===== config.mk =====
export PLATFORM = sky130hd
export DESIGN_NAME = adc_peak_window_detect
export DESIGN_NICKNAME = d
export VERILOG_FILES = /design/src/rtl/adc_peak_window_detect.sv
export SDC_FILE = /design/constraint.sdc
export NUM_CORES = 2
export LEC_CHECK = 0
export ABC_AREA = 0
export ABC_CLOCK_PERIOD_IN_PS = 20400
export BUFFER_PORTS_ARGS = -buffer_cell sky130_fd_sc_hd__buf_2
export CAP_MARGIN = 10
export CORE_ASPECT_RATIO = 1.25
export CORE_MARGIN = 2
export CORE_UTILIZATION = 26
export DETAILED_ROUTE_END_ITERATION = 10
export MAX_ROUTING_LAYER = met4
export SLEW_MARGIN = 0
export SYNTH_ARGS = -nofsm -noshare
export SYNTH_HDL_FRONTEND = slang
export SYNTH_SLANG_ARGS = --single-unit

===== constraint.sdc =====
create_clock -name clk -period 20.4 [get_ports clk]
set_input_delay 1.02 -clock clk [delete_from_list [all_inputs] [get_ports clk]]
set_output_delay 1.02 -clock clk [all_outputs]
set_load 0.03 [all_outputs]

===== src/rtl/adc_peak_window_detect.sv =====
// adc_peak_window_detect: per-channel windowed peak max/min and full-scale clip count over grouped ADC cores.
module adc_peak_window_detect #(
  parameter int ADC_DATA_WIDTH = 8,
  parameter int LANES = 8,
  parameter int CORES = 4,
  parameter int GROUP = 1,
  parameter int SIGNED_MODE = 0,
  parameter int WIN_W = 16,
  localparam int NCH = CORES / GROUP
) (
  input  logic                                  clk,
  input  logic                                  rst,
  input  logic [CORES*LANES*ADC_DATA_WIDTH-1:0] adc_data_i,
  input  logic                                  adc_valid_i,
  input  logic [WIN_W-1:0]                      win_len_i,
  input  logic                                  clear_i,
  output logic [NCH*ADC_DATA_WIDTH-1:0]         peak_max_o,
  output logic [NCH*ADC_DATA_WIDTH-1:0]         peak_min_o,
  output logic [NCH*WIN_W-1:0]                  clip_cnt_o,
  output logic                                  peak_valid_o
);
  localparam int W = ADC_DATA_WIDTH;
  localparam int CW = $clog2(LANES + 1);
  localparam int GW = $clog2(GROUP * LANES + 1);
  localparam int SW = (WIN_W > GW ? WIN_W : GW) + 1;
  function automatic logic gt(input logic [W-1:0] a, input logic [W-1:0] b);
    return SIGNED_MODE != 0 ? $signed(a) > $signed(b) : a > b;
  endfunction
  function automatic logic fs(input logic [W-1:0] a);
    return SIGNED_MODE != 0 ? (a == {1'b1, {(W-1){1'b0}}} || a == {1'b0, {(W-1){1'b1}}}) : (a == '0 || &a);
  endfunction
  logic [CORES*LANES*W-1:0] s1_data;
  logic s1_v, s2_v, s3_v;
  logic [W-1:0] x;
  logic [W-1:0] c_max [CORES], c_min [CORES], s2_max [CORES], s2_min [CORES];
  logic [CW-1:0] c_clip [CORES], s2_clip [CORES];
  logic [W-1:0] g_max [NCH], g_min [NCH], s3_max [NCH], s3_min [NCH];
  logic [GW-1:0] g_clip [NCH], s3_clip [NCH];
  logic [W-1:0] acc_max [NCH], acc_min [NCH], m_max [NCH], m_min [NCH];
  logic [WIN_W-1:0] acc_clip [NCH], m_clip [NCH];
  logic [SW-1:0] sum [NCH];
  logic active, start, close;
  logic [WIN_W-1:0] cnt, len_q, eff_cnt, eff_len;
  always_ff @(posedge clk or posedge rst)
    if (rst) begin
      s1_data <= '0;
      s1_v <= 1'b0;
    end else begin
      s1_data <= adc_data_i;
      s1_v <= adc_valid_i & ~clear_i;
    end
  always_comb begin
    x = '0;
    for (int c = 0; c < CORES; c++) begin
      c_max[c] = s1_data[c*LANES*W +: W];
      c_min[c] = c_max[c];
      c_clip[c] = '0;
      for (int l = 0; l < LANES; l++) begin
        x = s1_data[(c*LANES+l)*W +: W];
        c_max[c] = gt(x, c_max[c]) ? x : c_max[c];
        c_min[c] = gt(c_min[c], x) ? x : c_min[c];
        c_clip[c] = c_clip[c] + CW'(fs(x));
      end
    end
  end
  always_ff @(posedge clk or posedge rst)
    if (rst) begin
      s2_v <= 1'b0;
      s2_max <= '{default: '0};
      s2_min <= '{default: '0};
      s2_clip <= '{default: '0};
    end else begin
      s2_v <= s1_v & ~clear_i;
      s2_max <= c_max;
      s2_min <= c_min;
      s2_clip <= c_clip;
    end
  always_comb begin
    for (int n = 0; n < NCH; n++) begin
      g_max[n] = s2_max[n*GROUP];
      g_min[n] = s2_min[n*GROUP];
      g_clip[n] = '0;
      for (int k = 0; k < GROUP; k++) begin
        g_max[n] = gt(s2_max[n*GROUP+k], g_max[n]) ? s2_max[n*GROUP+k] : g_max[n];
        g_min[n] = gt(g_min[n], s2_min[n*GROUP+k]) ? s2_min[n*GROUP+k] : g_min[n];
        g_clip[n] = g_clip[n] + GW'(s2_clip[n*GROUP+k]);
      end
    end
  end
  always_ff @(posedge clk or posedge rst)
    if (rst) begin
      s3_v <= 1'b0;
      s3_max <= '{default: '0};
      s3_min <= '{default: '0};
      s3_clip <= '{default: '0};
    end else begin
      s3_v <= s2_v & ~clear_i;
      s3_max <= g_max;
      s3_min <= g_min;
      s3_clip <= g_clip;
    end
  // the first word of a window bypasses the accumulators so min/max need no identity value
  always_comb begin
    start = ~active;
    eff_cnt = start ? WIN_W'(1) : cnt + WIN_W'(1);
    eff_len = start ? (win_len_i == '0 ? WIN_W'(1) : win_len_i) : len_q;
    close = s3_v & (eff_cnt == eff_len);
    for (int n = 0; n < NCH; n++) begin
      m_max[n] = start || gt(s3_max[n], acc_max[n]) ? s3_max[n] : acc_max[n];
      m_min[n] = start || gt(acc_min[n], s3_min[n]) ? s3_min[n] : acc_min[n];
      sum[n] = (start ? SW'(0) : SW'(acc_clip[n])) + SW'(s3_clip[n]);
      m_clip[n] = sum[n] > SW'({WIN_W{1'b1}}) ? {WIN_W{1'b1}} : sum[n][WIN_W-1:0];
    end
  end
  always_ff @(posedge clk or posedge rst)
    if (rst) begin
      active <= 1'b0;
      cnt <= '0;
      len_q <= '0;
      acc_max <= '{default: '0};
      acc_min <= '{default: '0};
      acc_clip <= '{default: '0};
      peak_max_o <= '0;
      peak_min_o <= '0;
      clip_cnt_o <= '0;
      peak_valid_o <= 1'b0;
    end else begin
      peak_valid_o <= close & ~clear_i;
      if (clear_i) begin
        active <= 1'b0;
        cnt <= '0;
        acc_max <= '{default: '0};
        acc_min <= '{default: '0};
        acc_clip <= '{default: '0};
      end else if (s3_v) begin
        active <= ~close;
        cnt <= close ? '0 : eff_cnt;
        len_q <= eff_len;
        acc_max <= m_max;
        acc_min <= m_min;
        acc_clip <= m_clip;
        if (close)
          for (int n = 0; n < NCH; n++) begin
            peak_max_o[n*W +: W] <= m_max[n];
            peak_min_o[n*W +: W] <= m_min[n];
            clip_cnt_o[n*WIN_W +: WIN_W] <= m_clip[n];
          end
      end
    end
endmodule


==> results.json <==
{
  "drc": 0,
  "layout-drive-gt1-share": 0.146,
  "io_pins": 405,
  "setup_slack_ns": 6.61,
  "finalCritPeriodShare": 0.676,
  "yosys.cell_types.count": 84,
  "fp.dieArea_sq_mm": 0.177,
  "min_period_ns": 13.79,
  "start_util": 0.262,
  "p_clk_frac": 0.244,
  "cp-end-kind": "register",
  "synth_area_leaders": "dfrtp_1 (39%), ha_1 (14%), mux2i_1 (3.5%)",
  "p_comb_frac": 0.492,
  "synth.top_cell.area_share": 0.393,
  "peakVddDrop_v": 0.0000903,
  "crit_type": "reg -> reg",
  "die_h_um": 470,
  "synthToLayoutAreaGrowth_pct": 16.4,
  "crit_arrival_ns": 14.39,
  "swShare": 0.400,
  "dp_hpwl_mm": 109,
  "grt_overflow": 0,
  "fin_worst_skew_ns": 0.0464,
  "ctsHoldBuffers": 0,
  "place.gp.congestion": 0.968,
  "grt_max_degree": 168,
  "cts_max_path_buffers": 3,
  "place_ws_ns": 6.65,
  "critPathMaxFanout": 18,
  "maxCapViolations": 0,
  "cp_data_required_time_ns": 21.00,
  "max_stage_delay_ns": 0.57,
  "core-area_sq_mm": 0.172,
  "p_int_mw": 4.01,
  "final_cell_mix": "dfrtp_1 (707), ha_1 (509), buf_2 (403)",
  "yosys.area.top_type": "dfrtp_1",
  "async_reset_ff_frac": 1.00,
  "syn_area_sq_mm": 0.0451,
  "instances_no_fill": 7488,
  "drt-wirelength-per-cell_um": 18.9,
  "vias": 37432,
  "hold_viol": 0,
  "maxSlewHeadroom": 0.138,
  "hold_path_class": "reg -> reg",
  "grt_usage": 0.163,
  "dp_cells": 7315,
  "cts_htree_levels": 3,
  "p_leak_nw": 25.3,
  "synth_edf_count": 0,
  "avgSynthCellArea_sq_um": 9.37,
  "ys_seq_elements": 709,
  "cts_tree": "yes",
  "p_per_area_mw_per_mm2": 127,
  "status": "complete, no violations",
  "first_iter_violations": 2367,
  "rows": 170,
  "ys.flop_type": "dfrtp_1",
  "grt_pass1_wl_mm": 220,
  "synth_cells": 4813,
  "tns_ns": 0,
  "yosysWarnings": 0,
  "post-route-cell-area_sq_mm": 0.0525,
  "clk_pin_slew_worst_paths_ns": 0.06,
  "via_per_inst": 5.00,
  "rsz0062_at_grt": "false",
  "first_global_vias": 37462,
  "portBuffers": 404,
  "nNetsFinal": 5970,
  "layout_commonest_cell": "dfrtp_1",
  "die_x_um": 377,
  "fin_hold_ws_ns": 0.341,
  "tightest_slew_ns": 1.26,
  "pwr-share-seq": 0.264,
  "p_sw_mw": 2.67,
  "first_pass_iters": 5,
  "syn_nets": 5618,
  "postCtsSetupRepairBufs": 0,
  "finalSetupViolCount": 0,
  "antenna_found_initial": 25,
  "cts_buffers": 84,
  "wl_mm": 141,
  "power.total_mw": 6.68,
  "final_util": 0.305,
  "postRouteAntennaNets": 0,
  "cp_slowest_cell": "a21oi_1",
  "clock_latency_ns": 0.72,
  "slew_viol_final": 0,
  "critPathLaunchType": "register",
  "post_dp_cell_area_sq_mm": 0.0495,
  "clock_sinks": 709,
  "cts-root-buf": "clkbuf_16",
  "max_clock_freq_mhz": 72.5,
  "cts_resized": 0,
  "ys_seq_area_frac": 0.393,
  "cp_common_cell": "o21a_1"
}
-- cell families after synthesis --
logic type	after synthesis	synth area share
buf+inv	572	0.0505
xor+xnor	66	0.0130
simple gates	1431	0.155
fa+ha+maj	529	0.150
compound gates	1242	0.176
flops	709	0.393
mux	264	0.0619
-- state kept, by name, indices dropped and copies added (netlist names), 16 cells and up --
name	flops
acc_clip	64
acc_max	32
acc_min	32
clip_cnt_o	64
cnt	16
g_max	32
g_min	32
len_q	16
peak_max_o	32
peak_min_o	32
s1_data	256
s2_clip	16
s3_clip	16
s3_max	32
s3_min	32
-- Yosys cell counts, types with 9 or more instances --
| master | count |
|---|---|
| dfrtp_1 | 709 |
| ha_1 | 509 |
| inv_1 | 392 |
| nor2_1 | 375 |
| nand2_1 | 368 |
| a21oi_1 | 262 |
| o21ai_0 | 236 |
| mux2i_1 | 160 |
| nand4_1 | 144 |
| a21o_1 | 141 |
| nand3_1 | 138 |
| clkbuf_1 | 124 |
| o21ai_1 | 115 |
| mux2_2 | 98 |
| a211oi_1 | 86 |
| o21a_1 | 79 |
| nor4_1 | 76 |
| nor2b_1 | 73 |
| and2_1 | 58 |
| nor3_1 | 55 |
| a31oi_1 | 48 |
| o31ai_1 | 34 |
| xnor2_1 | 34 |
| o22ai_1 | 32 |
| xor2_1 | 31 |
| and3_1 | 30 |
| o221ai_1 | 30 |
| nand2b_1 | 28 |
| or2_2 | 25 |
| a22o_1 | 22 |
| buf_2 | 21 |
| fa_1 | 20 |
| buf_1 | 18 |
| o211ai_1 | 18 |
| a211o_1 | 17 |
| buf_6 | 14 |
| nor3b_1 | 13 |
| o21bai_1 | 12 |
| o22a_1 | 12 |
| or3_1 | 12 |
| a31o_2 | 11 |
| and4b_1 | 11 |
| a32oi_1 | 9 |
| o2bb2ai_1 | 9 |
| o32ai_1 | 9 |
-- layout make-up --
| class | instances | area, sq um |
|---|---|---|
| fill | 17983 | 120000 |
| multi-input combinational | 3532 | 25100 |
| sequential | 709 | 17700 |
| tap | 2236 | 2800 |
| timing repair buffer | 444 | 2340 |
| clock buffer | 103 | 2260 |
| inverter | 394 | 1480 |
| clock inverter | 52 | 727 |
| antenna | 18 | 45.0 |
-- power groups by stage --
stage	Clock (mW)	Combinational, mW	Sequential (mW)
finish	1.63	3.29	1.76
detailed placement	0	3.27	1.79
global placement	0	3.18	1.79
floorplan	0	2.49	1.72
global route	1.75	3.73	1.79
CTS	1.69	3.29	1.77
-- final timing paths --
kind                             start        endpoint  slack (ns)  depth (start not counted)
max in group asynchronous          rst    s1_data[242]       16.13                          6
min in group asynchronous          rst  clip_cnt_o[41]        0.43                          2
setup reg to reg           s1_data[65]       g_min[22]        6.61                         61
hold / removal             s2_clip[14]     s3_clip[14]        0.34                          0
setup / recovery           s1_data[65]       g_min[22]        6.61                         61
hold reg to reg            s2_clip[14]     s3_clip[14]        0.34                          0
-- layer usage --
| layer | vias up | global-route usage | routed length, um |
|---|---|---|---|
| met4 | 0 | 0.0468 | 3560 |
| met5 | - | - | 0 |
| li1 | 18106 | - | - |
| met1 | 18077 | 0.210 | 64400 |
| met2 | 1050 | 0.255 | 64300 |
| met3 | 199 | 0.0350 | 9250 |
-- worst max-delay path, delay by kind of cell (launching register included) --
family	cells	cell delay, ns
mux	1	0.42
flops	1	0.45
compound gates	34	7.30
simple gates	15	2.18
buf+inv	4	1.22
fa+ha+maj	7	2.04
(Power assumes the default switching activity.)
